$ cat config.mk
export PLATFORM = sky130hd
export DESIGN_NAME = fb_write_sched
export DESIGN_NICKNAME = d
export VERILOG_FILES = /design/src/rtl/fb_sched_pkg.sv /design/src/rtl/pix_fifo.sv /design/src/rtl/fb_write_sched.sv
export SDC_FILE = /design/constraint.sdc
export NUM_CORES = 1
export LEC_CHECK = 0
export CAP_MARGIN = 20
export CELL_PAD_IN_SITES_DETAIL_PLACEMENT = 0
export CELL_PAD_IN_SITES_GLOBAL_PLACEMENT = 2
export CORE_UTILIZATION = 40
export CTS_CLUSTER_SIZE = 14
export DETAILED_ROUTE_END_ITERATION = 10
export PLACE_DENSITY = 0.66
export SETUP_SLACK_MARGIN = 0.15
export SLEW_MARGIN = 10
export SYNTH_ARGS = -nofsm -noshare
export SYNTH_HDL_FRONTEND = slang
export SYNTH_SLANG_ARGS = --single-unit
$ cat constraint.sdc
create_clock -name I_CLK -period 9.5 [get_ports I_CLK]
set_input_delay 1.425 -clock I_CLK [delete_from_list [all_inputs] [get_ports I_CLK]]
set_output_delay 1.425 -clock I_CLK [all_outputs]
set_load 0.005 [all_outputs]
$ cat src/rtl/fb_sched_pkg.sv
// fb_sched_pkg: shared widths, defaults and FSM state type for the framebuffer write scheduler
package fb_sched_pkg;
   localparam int FB_ADDR_W    = 18;
   localparam int FB_DATA_W    = 16;
   localparam int FB_WORDS_DEF = 76800;
   typedef enum logic [1:0] {S_RUN, S_CLR_WAIT, S_CLEAR} state_e;
endpackage

$ cat src/rtl/pix_fifo.sv
// pix_fifo: synchronous FIFO with combinational head and occupancy count
module pix_fifo #(
   parameter int DEPTH = 16,
   parameter int W     = 34,
   localparam int AW   = $clog2(DEPTH)
) (
   input  logic          clk,
   input  logic          rst_n,
   input  logic          push,
   input  logic          pop,
   input  logic [W-1:0]  din,
   output logic [W-1:0]  head,
   output logic [AW:0]   count,
   output logic          full,
   output logic          empty
);
   logic [W-1:0]  mem_q [DEPTH];
   logic [AW-1:0] wr_q, wr_d, rd_q, rd_d;
   logic [AW:0]   count_q, count_d;
   always_comb begin
      wr_d    = push ? wr_q + AW'(1) : wr_q;
      rd_d    = pop ? rd_q + AW'(1) : rd_q;
      count_d = count_q + (AW+1)'(push) - (AW+1)'(pop);
   end
   always_ff @(posedge clk or negedge rst_n) begin
      if (!rst_n) begin
         wr_q    <= '0;
         rd_q    <= '0;
         count_q <= '0;
      end else begin
         wr_q    <= wr_d;
         rd_q    <= rd_d;
         count_q <= count_d;
      end
   end
   always_ff @(posedge clk) begin
      if (push) mem_q[wr_q] <= din;
   end
   assign head  = mem_q[rd_q];
   assign count = count_q;
   assign full  = count_q == (AW+1)'(DEPTH);
   assign empty = count_q == '0;
endmodule

$ cat src/rtl/fb_write_sched.sv
// fb_write_sched: buffers rasterizer pixel writes and issues them, or a full clear,
// to the SRAM GPU port only while the video side is idle
module fb_write_sched
   import fb_sched_pkg::*;
#(
   parameter int FIFO_DEPTH = 16,
   parameter int FB_WORDS   = FB_WORDS_DEF,
   localparam int CW        = $clog2(FIFO_DEPTH) + 1
) (
   input  logic                 I_CLK,
   input  logic                 I_RST_N,
   input  logic                 I_VIDEO_ON,
   input  logic                 I_PIX_VALID,
   input  logic [FB_ADDR_W-1:0] I_PIX_ADDR,
   input  logic [FB_DATA_W-1:0] I_PIX_DATA,
   output logic                 O_PIX_READY,
   input  logic                 I_CLEAR_REQ,
   input  logic [FB_DATA_W-1:0] I_CLEAR_COLOR,
   output logic [FB_ADDR_W-1:0] O_GPU_ADDR,
   output logic [FB_DATA_W-1:0] O_GPU_DATA,
   output logic                 O_GPU_WRITE,
   output logic                 O_GPU_READ,
   output logic                 O_BUSY,
   output logic                 O_CLEAR_DONE,
   output logic [CW-1:0]        O_FIFO_COUNT
);
   logic [FB_ADDR_W+FB_DATA_W-1:0] head;
   logic [CW-1:0]                  count, count_nx;
   logic                           full, empty, push, pop, fire, last;
   state_e                         state_q, state_d;
   logic [FB_ADDR_W-1:0]           clr_addr_q, clr_addr_d, addr_q, addr_d, src_addr;
   logic [FB_DATA_W-1:0]           color_q, color_d, data_q, data_d, src_data;
   logic                           ready_q, ready_d, done_q, done_d;
   always_comb begin
      push       = I_PIX_VALID & ready_q & ~full;
      fire       = (state_q == S_CLEAR | ~empty) & ~I_VIDEO_ON;
      pop        = fire & (state_q != S_CLEAR);
      src_addr   = state_q == S_CLEAR ? clr_addr_q : head[FB_ADDR_W+FB_DATA_W-1:FB_DATA_W];
      src_data   = state_q == S_CLEAR ? color_q : head[FB_DATA_W-1:0];
      addr_d     = fire ? src_addr : addr_q;
      data_d     = fire ? src_data : data_q;
      count_nx   = count + CW'(push) - CW'(pop);
      color_d    = (state_q == S_RUN & I_CLEAR_REQ) ? I_CLEAR_COLOR : color_q;
      last       = state_q == S_CLEAR & fire & clr_addr_q == FB_ADDR_W'(FB_WORDS - 1);
      clr_addr_d = state_q == S_CLEAR ? (fire ? clr_addr_q + FB_ADDR_W'(1) : clr_addr_q) : '0;
      // the clear may only start once every buffered pixel has reached SRAM
      state_d    = state_q == S_RUN      ? (I_CLEAR_REQ ? S_CLR_WAIT : S_RUN) :
                   state_q == S_CLR_WAIT ? (empty & ~fire ? S_CLEAR : S_CLR_WAIT) :
                                           (last ? S_RUN : S_CLEAR);
      done_d     = last;
      ready_d    = state_d == S_RUN & count_nx < CW'(FIFO_DEPTH);
   end
   always_ff @(posedge I_CLK or negedge I_RST_N) begin
      if (!I_RST_N) begin
         state_q    <= S_RUN;
         clr_addr_q <= '0;
         color_q    <= '0;
         addr_q     <= '0;
         data_q     <= '0;
         ready_q    <= 1'b0;
         done_q     <= 1'b0;
      end else begin
         state_q    <= state_d;
         clr_addr_q <= clr_addr_d;
         color_q    <= color_d;
         addr_q     <= addr_d;
         data_q     <= data_d;
         ready_q    <= ready_d;
         done_q     <= done_d;
      end
   end
   pix_fifo #(.DEPTH(FIFO_DEPTH), .W(FB_ADDR_W + FB_DATA_W)) u_fifo (
      .clk   (I_CLK),
      .rst_n (I_RST_N),
      .push  (push),
      .pop   (pop),
      .din   ({I_PIX_ADDR, I_PIX_DATA}),
      .head  (head),
      .count (count),
      .full  (full),
      .empty (empty)
   );
   assign O_PIX_READY  = ready_q;
   assign O_GPU_WRITE  = fire;
   assign O_GPU_ADDR   = addr_d;
   assign O_GPU_DATA   = data_d;
   assign O_GPU_READ   = 1'b0;
   assign O_BUSY       = ~empty | state_q != S_RUN;
   assign O_CLEAR_DONE = done_q;
   assign O_FIFO_COUNT = count;
endmodule

* Word-level counts from Yosys, hierarchy flattened
Memories as Yosys holds them, arrays and structs flattened.
Cells that the tools add are included.
** Storage, ports and cells
- Register bits :: 85
- Bits in writable memories :: 544
- Input port bits :: 55
- Output and inout bits :: 44
- Logic and storage cells :: 55
- Memories :: 1
** Memory list
- u_fifo.mem_q :: depth 16, bits a word 34, rd ports 1, clocked after memory_dff 0, write ports 1, line pix_fifo.sv:17 : logic [W-1:0] mem_q [DEPTH];
** Operators by class
- Add/sub/neg operators :: 5
- Magnitude comparators :: 1
- Eq/ne operators :: 6
- Multiplexer cells :: 13
- Bitwise gates (word level) :: 15
- Reduce and logical (&&, ||, !) cells :: 4
** Operators by type and width (number)
- $mux W18 :: 4
- $mux W16 :: 2
- $add A18 B1 Y18 const B :: 1
- $eq A18 B17 Y1 const B :: 1
- $and A1 B1 Y1 :: 9
- $add A4 B1 Y4 const B :: 2
- $mux W2 :: 4
- $add A5 B1 Y5 :: 1
- $eq A5 B5 Y1 const B :: 1
- $logic_not A5 Y1 :: 1
- $lt A5 B5 Y1 const B :: 1
- $sub A5 B1 Y5 :: 1
- $logic_not A2 Y1 :: 2
- $ne A2 B2 Y1 const B :: 2
- $not A1 Y1 :: 4
- $mux W1 :: 3
- $eq A2 B1 Y1 const B :: 1
- $eq A2 B2 Y1 const B :: 1
- $or A1 B1 Y1 :: 2
- $reduce_bool A2 Y1 :: 1

* Logic depth before layout (Yosys ltp)
Gate-level depths: netlist of the first run.
- Depth after elaboration :: 11
- Mapped depth :: 12
- Gate-level depth less buffers :: 12

* By module
A second synthesis of the first run with hierarchy kept.
** Second synthesis, totals
- Cell total of the unflattened synthesis :: 1241
- Area, all modules :: 24528.5 sq um
** Modules (own cells, without submodules)
- pix_fifo :: times used 1, cells each 920, area each 21129.0 sq um, seq. area each 16661.0 sq um
- fb_write_sched :: times used 1, cells each 321, area each 3399.5 sq um, seq. area each 1801.7 sq um

* Worst setup path before layout of the first run
Ideal clock, no wire load.
- Path type :: in2reg
- Start :: input I_PIX_VALID
- End :: memory u_fifo.mem_q[3][0], enable pin
- Setup time :: 0.467 ns
- Data arrival time :: 4.545 ns
- Data required time :: 9.033 ns
- Path slack :: 4.488 ns
- Cell stages on the path :: 4
- Path buffers :: 0
- Cells stage by stage :: nand2_1 -> a41oi_1 -> nand2_1 -> nor3_1
** On the way
- Cells in the longest elaborated chain, start to end :: 4
** RTL lines
- start, declared :: line fb_write_sched.sv:13 : input logic I_PIX_VALID,
- $and A1 B1 Y1 (2 in a row) :: line fb_write_sched.sv:35 : push = I_PIX_VALID & ready_q & ~full;
- net push :: line fb_write_sched.sv:29 : logic full, empty, push, pop, fire, last;
- $mux W1 :: line pix_fifo.sv:37 : if (push) mem_q[wr_q] <= din;
- $mux W1 (not written as such) :: line pix_fifo.sv:37
- end, declared :: line pix_fifo.sv:17
The timed path passes the listed nets, and every way through them passes these cells.

* Final worst setup path of the first run
- Start :: register u_fifo.rd_q[0]
- End :: output O_GPU_ADDR[8]
** On the way
- Cells in the longest elaborated chain, start to end :: 3
** RTL lines
- start, declared :: line pix_fifo.sv:18 : logic [AW-1:0] wr_q, wr_d, rd_q, rd_d;
- start signal, assigned :: line pix_fifo.sv:32 : rd_q <= rd_d;
- $mem_v2 Z16 W34
- $mux W18 :: line fb_write_sched.sv:38 : src_addr = state_q == S_CLEAR ? clr_addr_q : head[FB_ADDR_W+FB_DATA_W-1:FB_DATA_W];
- $mux W18 :: line fb_write_sched.sv:40 : addr_d = fire ? src_addr : addr_q;
- end, declared :: line fb_write_sched.sv:19 : output logic [FB_ADDR_W-1:0] O_GPU_ADDR,
No other way between the ends.

==> flow_summary.ini, run 1 <==
[die]
start_util_pct = 40.5
rows = 90
fp.dieArea_um2 = 62100
ios = 99
die_y_um = 249
coreArea_um2 = 60400
fp.dieW_um = 249

[synth]
synthXorXnorAreaFrac_pct = 0.681
synth_top_family_by_area = multiplexers
ys.flop_type = edfxtp_1
yosysUniqueCellTypes = 51
synth-simple-area-share_pct = 2.96
syn-num-nets = 1245
synth_area_leaders = edfxtp_1, mux4_2, dfrtp_1
synth_edf_count = 544
synth_largest_area_cell = edfxtp_1
synth.area.mux_share_pct = 16.6
synth-compound-area-share_pct = 2.09
syn_inst = 1177
async_flop_share_pct = 13.5
ys_ff_latch = 629
yosysSeqAreaShare_pct = 75.5
synthAdderAreaFrac_pct = 0.696
ys_warn_count = 0
syn_area_um2 = 24400
netlist.area_leader.share_pct = 66.8
synth.avg_cell_area_um2 = 20.8

[min_path]
hp-class = register to register
holdCritStartpoint = addr_q[0]

[sta]
timing.setup.tns_ns = 0
final-setup-viol-count = 0
fin_skew_ns = 0.0265
finalHoldViolCount = 0
setup_ws_ns = 3.93
timing.slew.headroom_pct = 28.0
tightestPinTransition_ns = 1.08
final-max-slew-violation-count = 0
fmax_mhz = 180
rsz0062_at_grt = false
fin_crit_sh_pct = 58.6
period_minus_slack_ns = 5.57

[placed_design]
place_ws_ns = 4.02
dpl.hpwl_um = 32100
io_buffers = 97
gp_congestion = 0.728

[route]
routedWlPerCell_um = 25.9
ant_nets = 0
num_vias = 11805
wirelength_um = 55700
drcViolationCount = 0
via_per_inst = 5.50
first_pass_iters = 8
drt_iter0_markers = 925

[global_route]
grt_max_degree = 60
overflow = 0
grt_pass1_vias = 12406
antenna_found_initial = 2
grt.total_usage_pct = 18.4
grt_first_pass_wirelength_um = 83100

[clocking]
cts_buffer_depth = 3
cts_tree = built
root_buffer = clkbuf_16
cts-resized-gates = 0
cts_num_sinks = 629
numCtsBuffers = 68
postCtsSetupRepairBufs = 0
path_clk_slew_ns = 0.05
insertion_delay_ns = 0.59
holdBufCountCts = 0
h-tree-depth = 3

[finish]
diodes = 0
drive_above_1_share_pct = 28.2
fin_nets = 1385
final_common_cell = edfxtp_1
syn2layout_area_growth_pct = 17.4
nFillCells = 4983
utilization_pct = 47.5
layout_common_cells = edfxtp_1, mux4_2, clkdlybuf4s50_1, mux2_2, nand2_1

[setup_path]
crit_type = register to primary output
arrival_ns = 4.14
crit_required_ns = 8.08
startpoint_type = register
reg2reg_from = u_fifo.count[2]
cp-end-kind = primary output
cp_max_fo = 40
startpoint = u_fifo.rd_q[0]

[run]
max-cap-violations = 0

[power]
p_per_area_nw_per_um2 = 205
p_leak_nw = 9.55
ir_drop_mv = 0.120

[status]
status = complete, no violations
## critical path: stages (launching register included)
cell	delay, ns
dfrtp_4	0.90
buf_4	0.77
mux4_2	0.61
mux2_2	0.32
a222oi_1	0.34
nand2_1	0.11
clkdlybuf4s50_1	0.46
## stage by stage
step / cells / power (mW) / hold slack, ns / area [um^2]
2_1_floorplan: 1177 / 3.22 / 0.482 / 24400
3_3_place_gp: 2028 / 3.33 / 0.489 / 26500
3_5_place_dp: 2028 / 3.33 / 0.498 / 26500
4_1_cts: 2147 / 5.95 / 0.511 / 28700
5_1_grt: 2148 / 6.07 / 0.525 / 28700
6_report: 2148 / 5.88 / 0.504 / 28700
## per-layer routing
metal	wire length [um]	GRT usage (%)	up-vias	share of wire (%)
met2	27100	29.7	283	49
li1	-	-	5117	-
met5	27	0	-	0.048
met3	2930	3.83	88	5.3
met4	1370	5.29	4	2.5
met1	24300	25.3	6313	44
## power by group
group          switching (mW)  internal (mW)  leakage [nW]
combinational           0.105          0.107          2.51
sequential             0.0318           3.03          5.97
clock                    1.06           1.55          1.07
total                    1.19           4.69          9.55
## cell families after synthesis
group	Yosys count
buffers and inverters	76
DFF	629
adders and majority gates	13
AOI/OAI and AO/OA	59
and+or+nand+nor	155
muxes	225
other	1
xor gates and xnor gates	19
## state kept, by name, summed over array words and instances, names as in the netlist, 2 cells and up
signal        count
u_fifo.mem_q    544
u_fifo.rd_q       4
state_q           2
clr_addr_q       18
u_fifo.wr_q       4
u_fifo.count      5
data_q           16
addr_q           18
color_q          16
## worst paths after layout
check / endpoint / slack [ns] / cells after the start
setup / recovery: O_GPU_ADDR[8] / 3.93 / 6
hold / removal: addr_q[0] / 0.50 / 2
setup reg to reg: O_PIX_READY / 6.22 / 13
hold reg to reg: addr_q[0] / 0.50 / 2
max in group asynchronous: u_fifo.rd_q[2] / 7.40 / 2
min in group asynchronous: clr_addr_q[17] / 0.76 / 1
## cell usage after synthesis (all sizes together), types with 2 or more instances
master    n
dfrtp    85
nand2b    5
a21o      2
a21oi     8
clkbuf   35
mux4    136
and4      4
mux2     84
ha       12
nor4b     4
nand2    84
nand4     8
nor2     26
nand3b    2
o31ai     2
mux2i     5
xnor2     8
and2      2
buf      28
nor2b     2
nor3      7
a31o      3
a222oi   33
inv      13
nand3     3
o21ai     2
edfxtp  544
xor2     11
## cell type report
class | instances | area (um^2) | share of cell area [%]
well taps | 782 | 978 | 3.41
flip-flops and latches | 629 | 18500 | 64.4
clock inverters | 33 | 329 | 1.15
clock buffers | 86 | 1860 | 6.49
multi-input cells | 472 | 5770 | 20.1
repair buffers | 133 | 1240 | 4.32
inverters | 13 | 48.8 | 0.170
No activity file was read; power rests on OpenSTA's default activity.
==> run 2, diff against run 1 <==
==> constraint.sdc (replaced) <==
create_clock -name I_CLK -period 5.5 [get_ports I_CLK]
set_input_delay 0.825 -clock I_CLK [delete_from_list [all_inputs] [get_ports I_CLK]]
set_output_delay 0.825 -clock I_CLK [all_outputs]
set_load 0.005 [all_outputs]
==> run 2 against run 1 <==
Net effect: final cell count up 0.88%; clock power up 75%; flip-flop and latch count unchanged; routed wire length up 0.30%; worst setup slack worse by 2.9 ns; combinational power up 76%; critical path type unchanged; largest cell class unchanged.
==> flow_summary.ini, run 2 (synthesis results as in run 1) <==
[finish]
layout_common_cells = edfxtp_1, mux4_2, clkdlybuf4s50_1, mux2_2, nand2_1
utilization_pct = 47.9
reg_top3 = u_fifo.mem_q (544), addr_q (18), clr_addr_q (18)
drive_above_1_share_pct = 28.3
syn2layout_area_growth_pct = 18.2
fin_nets = 1396
diodes = 0
largest-register = u_fifo.mem_q
final_common_cell = edfxtp_1
largest_reg_flops = 544

[clocking]
numCtsBuffers = 70
root_buffer = clkbuf_16
cts_num_sinks = 629
holdBufCountCts = 0
cts_tree = built
path_clk_slew_ns = 0.06
cts_buffer_depth = 3
postCtsSetupRepairBufs = 0
insertion_delay_ns = 0.61
h-tree-depth = 3
cts-resized-gates = 0

[route]
ant_nets = 0
wirelength_um = 55900
drt_iter0_markers = 923
first_pass_iters = 7
drcViolationCount = 0
via_per_inst = 5.46
routedWlPerCell_um = 25.8
num_vias = 11824

[setup_path]
r2r_cells = 13
rr_endpoint = O_PIX_READY
arrival_ns = 3.67
reg2reg_from = u_fifo.count[3]
rrSetupSlack_ns = 2.25
cp_max_fo = 32
cp-end-kind = primary output
startpoint_type = register
crit_required_ns = 4.68
crit_type = register to primary output

[global_route]
grt_first_pass_wirelength_um = 83800
overflow = 0
antenna_found_initial = 2
grt.total_usage_pct = 18.4
grt_max_degree = 59
grt_pass1_vias = 12576

[die]
rows = 90
fp.dieW_um = 249
fp.dieArea_um2 = 62100
start_util_pct = 40.5
ios = 99
coreArea_um2 = 60400
die_y_um = 249

[sta]
final-setup-viol-count = 0
timing.setup.tns_ns = 0
finalHoldViolCount = 0
fin_skew_ns = 0.0188
tightestPinTransition_ns = 1.08
fmax_mhz = 223
setup_ws_ns = 1.01
rsz0062_at_grt = false
final-max-slew-violation-count = 0
period_minus_slack_ns = 4.49
fin_crit_sh_pct = 81.7
timing.slew.headroom_pct = 28.0

[status]
status = complete, no violations

[power]
intPower_mw = 8.10
pwr-share-comb_pct = 3.7
power.total_mw = 10.2
swShare_pct = 20.8
p_clk_share_pct = 44.6
p_per_area_nw_per_um2 = 354
p_leak_nw = 9.64
ir_drop_mv = 0.199
p_switching_mw = 2.13
p_seq_share_pct = 51.7

[placed_design]
dpl.hpwl_um = 32400
io_buffers = 97
place_ws_ns = 1.19
gp_congestion = 0.743

[min_path]
hp-class = primary input to asynchronous set/reset pin

[run]
max-cap-violations = 0
## run 2: changes by cell type in the layout (fill, tap and decap cells not counted), sizes merged
cell	previous run	this run
bufinv	6	5
inv	14	15
clkbuf	87	92
buf	36	46
clkinv	22	28
clkinvlp	4	2
## run 2: cell type report
type,count,area [um^2]
tap,782,978
timing repair buffer,142,1380
fill,5026,31500
multi-input combinational,472,5770
clock inverter,37,365
inverter,13,48.8
clock buffer,92,1890
sequential,629,18500
## run 2: layer usage
metal,vias to the layer above,track usage (%),share of wire (%)
met5,-,0,0.032
met4,4,5.57,2.4
met3,87,4.06,5.2
met2,282,29.1,48
met1,6311,25.7,45
li1,5140,-,-
## run 2: worst max path at each step
stage,startpoint,endpoint,slack [ns]
floorplan,I_PIX_VALID,u_fifo.mem_q[3][0],1.09
CTS,u_fifo.rd_q[0],O_GPU_DATA[0],0.88
global placement,I_VIDEO_ON,O_GPU_DATA[11],1.22
finish,u_fifo.rd_q[0],O_GPU_DATA[0],1.01
global route,u_fifo.rd_q[0],O_GPU_DATA[10],0.74
detailed placement,I_VIDEO_ON,O_GPU_DATA[0],1.19
## run 2: critical path, cell delays in order, from the launching register on
cell and delay (ns):
dfrtp_4 0.91, buf_4 0.36, mux4_2 0.57, mux2_2 0.30, a222oi_1 0.31, nand2_1 0.12
clkdlybuf4s50_1 0.47
## run 2: per-stage QoR
stage,area (um^2),cells,hold WS [ns]
2_1_floorplan,24400,1177,0.482
3_3_place_gp,26600,2038,0.486
6_report,28900,2167,0.289
5_1_grt,28900,2167,0.339
4_1_cts,28900,2167,0.309
3_5_place_dp,26600,2038,0.488
## run 2: power by group through the flow
| stage | registers [mW] | clock network [mW] | logic, mW |
|---|---|---|---|
| after floorplan | 5.36 | 0 | 0.195 |
| after global placement | 5.39 | 0 | 0.373 |
| after detailed placement | 5.38 | 0 | 0.382 |
| after CTS | 5.29 | 4.67 | 0.383 |
| after global routing | 5.29 | 4.85 | 0.418 |
| final | 5.29 | 4.57 | 0.374 |
==> run 3, diff against run 2 <==
==> constraint.sdc (replaced) <==
create_clock -name I_CLK -period 4.2 [get_ports I_CLK]
set_input_delay 0.63 -clock I_CLK [delete_from_list [all_inputs] [get_ports I_CLK]]
set_output_delay 0.63 -clock I_CLK [all_outputs]
set_load 0.005 [all_outputs]
==> run 3 against run 2 <==
Net effect: combinational power up 39%; register-to-register slack lost 1.1 ns; worst setup slack lost 0.74 ns; critical path depth rose by 1; routed wire length up 4.4%; via count increased by 1.3%; largest cell class unchanged.
==> flow_summary.ini, run 3 (synthesis results as in run 1) <==
[status]
status = complete, no violations

[global_route]
antenna_found_initial = 4
busiest_layer = met2
grt_pass1_vias = 12620
grt_use_met1_pct = 27.4
grtUsageMet3_pct = 3.28
grt_max_degree = 70
grt_first_pass_wirelength_um = 86000
grt.total_usage_pct = 19.2
overflow = 0
use_met2_pct = 30.5

[setup_path]
startpoint_type = register
cpMaxStageDelayCell = mux4_2
crit_type = register to primary output
rrSetupSlack_ns = 1.18
r2r_cells = 14
cp-end-kind = primary output
crit_required_ns = 3.57
critPathBufInv = 3
crit_family = buffers and inverters
cp_max_fo = 32
arrival_ns = 3.30
max_stage_delay_ns = 0.55
path_depth = 7
crit_chain = buf_12, buf_12, mux4_2, mux2_2, a222oi_1, nand2_1, clkdlybuf4s50_1
path_common_cell = buf_12

[finish]
largest-register = u_fifo.mem_q
layout_common_cells = edfxtp_1, mux4_2, clkdlybuf4s50_1, mux2_2, nand2_1
largest_reg_flops = 544
fin_nets = 1412
final_common_cell = edfxtp_1
diodes = 0
drive_above_1_share_pct = 29.3
design_area_um2 = 29200
reg_top3 = u_fifo.mem_q (544), addr_q (18), clr_addr_q (18)
syn2layout_area_growth_pct = 19.4

[clocking]
cts_tree = built
numCtsBuffers = 68
path_clk_slew_ns = 0.06
insertion_delay_ns = 0.60
cts_num_sinks = 629
root_buffer = clkbuf_16
cts-resized-gates = 0
cts_buffer_depth = 3
h-tree-depth = 3

[route]
drcViolationCount = 0
first_pass_iters = 5
drt_iter0_markers = 1012
via_per_inst = 5.50
wirelength_um = 58400
ant_nets = 0
num_vias = 11978
routedWlPerCell_um = 26.8

[placed_design]
io_buffers = 97
dpl.hpwl_um = 32200
gp_congestion = 0.728
place_area_um2 = 26900

[sta]
fin_crit_sh_pct = 93.6
period_minus_slack_ns = 3.93
rsz0062_at_grt = false
final-setup-viol-count = 0
fmax_mhz = 254
timing.setup.tns_ns = 0
finalHoldViolCount = 0
final-max-slew-violation-count = 0
fin_skew_ns = 0.0174
tightestPinTransition_ns = 0.703
timing.slew.headroom_pct = 53.0

[power]
p_per_area_nw_per_um2 = 453
p_leak_nw = 9.73
ir_drop_mv = 0.282

[die]
coreArea_um2 = 60400
start_util_pct = 40.5
ios = 99
rows = 90
fp.dieW_um = 249
fp.dieArea_um2 = 62100
die_y_um = 249

[min_path]
hp-class = primary input to asynchronous set/reset pin

[run]
max-cap-violations = 0
-- run 3: layout make-up --
cell class              count  area [um^2]
repair buffers            160         1740
fillers                  4953        31200
well taps                 782          978
multi-input cells         472         5790
clock buffers              96         1950
inverters                  13         48.8
clock inverters            27          214
flip-flops and latches    629        18500
-- run 3: worst paths after layout --
check,from,endpoint
worst min register to register,addr_q[0],addr_q[0]
worst max register to register,u_fifo.count[3],O_PIX_READY
worst max-delay path,u_fifo.rd_q[0],O_GPU_DATA[5]
min in group I_CLK,addr_q[0],addr_q[0]
max in group asynchronous,I_RST_N,u_fifo.rd_q[0]
worst min-delay path,I_RST_N,clr_addr_q[11]
-- run 3: worst register-to-register path, cell delays in order (launching register included) --
cell	delay [ns]
dfrtp_1	0.40
inv_1	0.09
ha_1	0.19
nor4b_2	0.21
buf_4	0.22
nor3_1	0.07
buf_4	0.20
ha_1	0.28
inv_1	0.04
ha_1	0.20
fa_1	0.44
a21oi_1	0.16
o21bai_1	0.09
xnor2_1	0.19
o21ba_1	0.17
-- run 3: stage by stage --
stage / hold WS [ns] / cells / worst slack [ns] / total power, mW / util, %
6_report: 0.485 / 2179 / 0.269 / 13.2 / 48.4
5_1_grt: 0.507 / 2179 / 0.155 / 13.7 / 48.4
4_1_cts: 0.236 / 2176 / 0.254 / 13.4 / 48.3
3_5_place_dp: 0.499 / 2047 / 0.494 / 7.56 / 44.5
3_3_place_gp: 0.491 / 2047 / 0.522 / 7.55 / 44.5
2_1_floorplan: 0.334 / 1177 / 0.886 / 7.28 / -
-- run 3: power by group --
part / internal, mW / switching [mW]
clock: 3.42 / 2.37
combinational: 0.261 / 0.257
sequential: 6.85 / 0.0626
total: 10.5 / 2.69
-- run 3: repair_timing --
item / CTS / global route
hold buffers: 0 / 1
hold endpoints to repair: 0 / 14
buffers inserted: 6 / 1
setup endpoints to repair: 28 / 1
-- run 3: metal layers --
metal  share of wire, %  wire length, um  vias up
li1                   -                -     5184
met1                 45            26000     6406
met2                 48            28000      303
met3                5.5             3210       79
met4                1.8             1080        6
met5              0.070               41        -
